<file path="config.mk">
export PLATFORM = sky130hd
export DESIGN_NAME = bsample_engine
export DESIGN_NICKNAME = d
export VERILOG_FILES = /design/src/rtl/bsample_engine.sv
export SDC_FILE = /design/constraint.sdc
export NUM_CORES = 1
export LEC_CHECK = 0
export ABC_AREA = 1
export CAP_MARGIN = 20
export CORE_MARGIN = 5
export CORE_UTILIZATION = 43
export DETAILED_ROUTE_END_ITERATION = 16
export GPL_ROUTABILITY_DRIVEN = 0
export PLACE_DENSITY = 0.79
export SYNTH_ARGS = -nofsm -noshare
export SYNTH_HDL_FRONTEND = slang
export SYNTH_SLANG_ARGS = --single-unit
</file>
<file path="constraint.sdc">
create_clock -name clk -period 1.3 [get_ports clk]
set_clock_uncertainty 0.2 [all_clocks]
set_input_delay 0.26 -clock clk [delete_from_list [all_inputs] [get_ports clk]]
set_output_delay 0.26 -clock clk [all_outputs]
set_load 0.005 [all_outputs]
</file>
<file path="src/rtl/bsample_engine.sv">
// rtl/bsample_engine.sv - iterated B-cell lane engine with zero or circular boundary
module bsample_engine #(
    parameter int WIDTH  = 8,
    parameter int ITER_W = 4,
    parameter bit WRAP   = 1'b0
) (
    input  logic              clk,
    input  logic              rst,
    input  logic              start,
    input  logic [WIDTH-1:0]  seed,
    input  logic [WIDTH-1:0]  x,
    input  logic [ITER_W-1:0] iters,
    output logic              busy,
    output logic              done,
    output logic [WIDTH-1:0]  A
);

    typedef enum logic [1:0] {
        S_IDLE = 2'd0,
        S_RUN  = 2'd1,
        S_DONE = 2'd2
    } state_t;

    localparam logic [ITER_W-1:0] CNT_ONE = ITER_W'(1);

    state_t              state_q, state_d;
    logic [WIDTH-1:0]    g_q, g_d;
    logic [WIDTH-1:0]    xr_q, xr_d;
    logic [ITER_W-1:0]   cnt_q, cnt_d;
    logic [WIDTH-1:0]    rule_v;

    // Neighbour lookup: out-of-range lanes read 0, or wrap around when WRAP is set.
    function automatic logic lane_at(input logic [WIDTH-1:0] v, input int idx);
        logic bit_v;
        bit_v = 1'b0;
        if (idx >= 0 && idx < WIDTH) begin
            bit_v = v[idx];
        end else if (WRAP) begin
            bit_v = v[(idx + WIDTH) % WIDTH];
        end
        return bit_v;
    endfunction

    // One parallel application of the B-cell rule to every lane, all from the old vector.
    always_comb begin
        rule_v = '0;
        for (int i = 0; i < WIDTH; i++) begin
            rule_v[i] = (~(lane_at(g_q, i - 2) | lane_at(g_q, i + 1) | lane_at(g_q, i + 2))
                         & lane_at(g_q, i - 1))
                      | (~g_q[i] & xr_q[i])
                      | (g_q[i] & lane_at(g_q, i - 2));
        end
    end

    // Next-state logic: load on accepted start, iterate in RUN, single-cycle DONE.
    always_comb begin
        state_d = state_q;
        g_d     = g_q;
        xr_d    = xr_q;
        cnt_d   = cnt_q;
        case (state_q)
            S_IDLE: begin
                if (start) begin
                    g_d     = seed;
                    xr_d    = x;
                    cnt_d   = iters;
                    state_d = (iters != '0) ? S_RUN : S_DONE;
                end
            end
            S_RUN: begin
                g_d   = rule_v;
                cnt_d = cnt_q - CNT_ONE;
                if (cnt_q == CNT_ONE) begin
                    state_d = S_DONE;
                end
            end
            S_DONE: begin
                state_d = S_IDLE;
            end
            default: begin
                state_d = S_IDLE;
            end
        endcase
    end

    // State and datapath registers; reset abandons any run immediately.
    always_ff @(posedge clk or posedge rst) begin
        if (rst) begin
            state_q <= S_IDLE;
            g_q     <= '0;
            xr_q    <= '0;
            cnt_q   <= '0;
        end else begin
            state_q <= state_d;
            g_q     <= g_d;
            xr_q    <= xr_d;
            cnt_q   <= cnt_d;
        end
    end

    assign busy = (state_q == S_RUN);
    assign done = (state_q == S_DONE);
    assign A    = g_q;

endmodule

</file>
After elaboration in Yosys (flattened, before gate mapping)
Cells that the tools add are included.
{"block": "word_totals", "ff_bits": 22, "elab_cells": 82}
{"block": "op_classes", "reduce_logical": 6, "mux": 8, "eq_ne": 5, "add_sub_neg": 1, "n_bitwise": 58}
{"operator": "OR 1 bit", "n": 23}
{"operator": "AND 1 bit", "n": 21}
{"operator": "one-hot mux 8 bit (2 select lines)", "n": 1}
{"operator": "inverter 1 bit", "n": 14}
{"operator": "2-to-1 mux 8 bit", "n": 1}
{"operator": "one-hot mux 4 bit (2 select lines)", "n": 1}
{"operator": "2-to-1 mux 2 bit", "n": 3}
{"operator": "AND reduction 2 bit", "n": 3}
{"operator": "equality test 4 x 1 -> 1 bit, second input constant", "n": 1}
{"operator": "2-to-1 mux 4 bit", "n": 1}
{"operator": "one-hot mux 2 bit (2 select lines)", "n": 1}
{"operator": "nonzero test 4 bit", "n": 1}
{"operator": "subtractor 4 x 1 -> 4 bit, second input constant", "n": 1}
{"operator": "equality test 2 x 1 -> 1 bit, second input constant", "n": 1}
{"operator": "equality test 2 bit, second input constant", "n": 1}
{"operator": "logical NOT 2 bit", "n": 1}
{"operator": "!= test 2 x 1 -> 1 bit, second input constant", "n": 1}
{"operator": "!= test 2 bit, second input constant", "n": 1}
{"operator": "nonzero test 2 bit", "n": 1}

Longest topological paths before layout
{"block": "logic_depth", "ltp_word": 7, "depth_mapped": 7, "ltp_nobuf": 6}

Worst setup path before layout
Ideal clock, no wire load.
{"block": "synth_timing", "path_kind": "reg-to-reg", "start": "register state_q[0]", "end": "register g_q[6] (netlist: A[6])", "setup_time_ns": 0.116, "required_ns": 0.984, "path_slack_ns": -0.020, "path_stages_with_launch": 7, "arrival_ns": 1.004, "cell_sequence": "dfrtp_1 buf_6 o21ai_4 buf_6 nor2_1 nand2_1 nand2_1"}
{"block": "synth_via", "elab_chain_cells": 3, "elab_cells_between_ends": 6}
{"element": "start: declaration", "line_no": "26", "text": "state_t state_q, state_d;"}
{"element": "start signal: assignment", "line_no": "94", "text": "state_q <= state_d;"}
{"element": "equality test 2 x 1 -> 1 bit / logical NOT 2 bit (equally long branches)", "line_no": "61", "text": "case (state_q)"}
{"element": "nonzero test 2 bit (no line) / != test 2 bit (equally long branches)"}
{"element": "AND reduction 2 bit (no line)"}
{"element": "end signal: assignment", "line_no": "95", "text": "g_q <= g_d;"}
{"element": "end: declaration", "line_no": "27", "text": "logic [WIDTH-1:0] g_q, g_d;"}
Several ways; a longest one is shown, not always the timed one.
A chain may end at the register's enable or synchronous reset.

Worst setup path in the final report
{"block": "layout_timing", "start": "register state_q[0]", "end": "register g_q[4] (netlist: A[4])"}
Same word-level chain as after synthesis.

==> metrics.md <==
| Metric | Value |
|---|---|
| Outcome | `complete, but fails checks` |
| Failing checks | `negative setup slack` |
| Final Hold Vio Count | `0` |
| DR pass1 iterations | `4` |
| Cells taking the most area after synthesis | `dfrtp_1 44%, nand2_1 15%, nor2_1 8.3%` |
| Hold Crit Class | `input pin to async pin` |
| Effective utilization at floorplan | `0.453` |
| Diodes inserted | `0` |
| DIE WIDTH | `64.1 um` |
| Total wire length after detailed routing | `3.45 mm` |
| Crit path launch type | `flop` |
| Yosys top cell by area | `dfrtp_1` |
| YS warnings | `0` |
| Total vias in the final route | `1323` |
| Most common flop cell mapped by yosys | `dfrtp_1` |
| Area share of the leading cell type in the synthesized netlist | `0.437` |
| Cells after Synth | `~180` |
| Total clock buffers created by CTS | `3` |
| Row cnt | `19` |
| Worst ir drop on vdd | `between 1.5 and 2 mV` |
| Final worst setup slack | `-0.249 ns` |
| Total power per unit cell area | `2360 mW/mm^2` |
| Setup TNS Final | `-3.40 ns` |
| Root buffer selected by CTS | `clkbuf_4` |
| Post-synthesis net count | `200` |
| Syn Area/Cell | `approximately 7.2 um^2` |
| Required @ worst endpoint | `roughly 1.3 ns` |
| Number of nets still failing antenna checks after routing | `0` |
| GRT Total Usage | `0.174` |
| Flip-flop and latch count after synthesis | `22` |
| Most frequently used cell type in the post-synthesis netlist | `nand2_1` |
| Number of distinct library cell variants in the gate-level netlist after synthesis | `18` |
| Clock Path Buffers | `2` |
| Minimum clock period after layout | `~1.5 ns` |
| Setup repair after global routing missed its margin | `true` |
| Largest net degree at the start of global routing | `23` |
| Wire length of the first global-routing pass | `approximately 5.6 mm` |
| Final Max Tran Viols | `0` |
| Initial antenna violation count | `0` |
| Summed instance area of the synthesized netlist | `around 0.0013 mm^2` |
| Max FO, Critical Path | `6` |
| Worst Tran Pin Value | `0.279 ns` |
| Final setup fails | `25` |
| Vias in the first global route | `approximately 1200` |
| Leftover overflow at the end of global routing | `0` |
| Total Nets Final | `259` |
| Seq/Total Area, Yosys | `0.437` |
| Utilization after layout | `0.672` |
| Async S/R FF share, synth | `1.00` |
| Reg clk slew, reported paths | `roughly 0.12 ns` |
| Count of pins on the block boundary | `33` |
| Average vias per placed instance | `approximately 5.0` |
| DRC errors left | `0` |
| Data arrival time of the worst path | `~1.6 ns` |
| Most common library cells after synthesis | `51 x nand2_1, 28 x nor2_1, 22 x dfrtp_1` |
| Portion of the clock cycle consumed by the worst path in the final layout | `1.19` |
| Leakage power | `0.956 nW` |
| Max capacitance violation total | `0` |
| Number of enable-type register cells in the synthesized netlist | `0` |
| Crit. End Element | `flop` |
| Maximum clock rate | `around 650 MHz` |
| Category of the most critical setup path | `flop to flop` |
| Total of hold buffers inserted after clock tree synthesis | `0` |
| CTS tree | `built` |
| Share of final-layout standard cells stronger than drive strength 1 | `0.240` |
| Area added between synthesis and finish | `48.3%` |
| Buffers added on ports | `32` |
| Y dimension of the die | `about 64 um` |
| Starting DRT DRC Count | `a little over 80` |
| Clock Latency Late Sink | `between 0.3 and 0.4 ns` |
| Full die area | `about 0.004 mm^2` |
| Post-DP HPWL | `about 2.3 mm` |
| Normalized max-slew margin | `0.813` |
| H-tree depth | `1` |
| Number of sinks on the clock net | `22` |
| Average wire length per cell after detail routing | `13.1 um` |
| Area inside the core boundary | `between 0.002 and 0.003 mm^2` |
state kept, by name, summed over array words and instances (netlist names):
signal / flops
cnt_q: 4
state_q: 2
xr_q: 8
A: 8
final cells by class:
type	instances	area, um^2
multi-input combinational	126	643
fill	236	913
inverter	24	95.1
clock buffer	4	36.3
sequential	22	551
timing repair buffer	57	504
tap	31	38.8
worst max-delay path, cell delays in order, from the launching register on:
cell	delay, ns
dfrtp_1	0.42
buf_6	0.13
buf_6	0.11
o21ai_4	0.24
buf_6	0.17
nor2_4	0.03
nand2_1	0.06
nand2_1	0.07
power breakdown:
group	total [mW]	internal, mW	leakage (nW)	switching [mW]
registers	1.23	1.03	0.263	0.201
logic	2.80	1.28	0.672	1.52
clock network	0.381	0.171	0.0210	0.210
repair_timing:
item | 4_1_cts | 5_1_grt
cloned | 1 | 0
setup buffers | 6 | 0
endpoints found under the hold margin | 0 | 0
pin swaps | 9 | 15
resized for setup | 52 | 17
endpoints found under the setup margin | 29 | 32
cell usage in the layout (no fill, tap or decap), drive strengths merged:
master / netlist / routed
nand2: 51 / 51
buf: 4 / 35
nor2: 29 / 29
inv: 24 / 24
dfrtp: 22 / 22
clkdlybuf4s50: 0 / 22
nand3: 16 / 17
o21ai: 17 / 17
a21oi: 7 / 7
clkbuf: 0 / 4
nand4: 2 / 2
ha: 2 / 2
xnor2: 1 / 1
kinds of logic after synthesis:
group | share of synthesized area
AOI/OAI and AO/OA | 0.104
xor gates and xnor gates | 0.00695
adders and majority gates | 0.0199
and+or+nand+nor | 0.328
buffers and inverters | 0.104
DFF | 0.437
path summary, 6_finish.rpt:
path | endpoint | depth (start not counted) | start | slack [ns]
min in group clk | xr_q[3] | 3 | x[3] | 0.28
max in group asynchronous | A[7] | 3 | rst | 0.70
max | A[4] | 7 | state_q[0] | -0.25
min | xr_q[1] | 3 | rst | 0.06
min reg2reg | xr_q[1] | 2 | xr_q[1] | 0.30
max reg2reg | A[4] | 7 | state_q[0] | -0.25
metal layers:
metal | track usage | wire length (um)
met5 | 0 | 0
met4 | 0.0941 | 113
met1 | 0.227 | 1420
met3 | 0.0315 | 191
met2 | 0.271 | 1720
through the flow:
step | area [um^2] | power [mW] | worst slack (ns) | hold slack (ns) | std cells
after global routing | 1870 | 4.85 | -0.302 | 0.0638 | 264
after CTS | 1800 | 4.23 | -0.255 | 0.0606 | 264
after floorplan | 1260 | 2.70 | 0.00242 | 0.0492 | 175
after detailed placement | 1740 | 3.71 | -0.337 | 0.273 | 253
after global placement | 1740 | 3.65 | -0.318 | 0.268 | 253
final | 1870 | 4.41 | -0.249 | 0.0639 | 264
(Power assumes the default switching activity.)
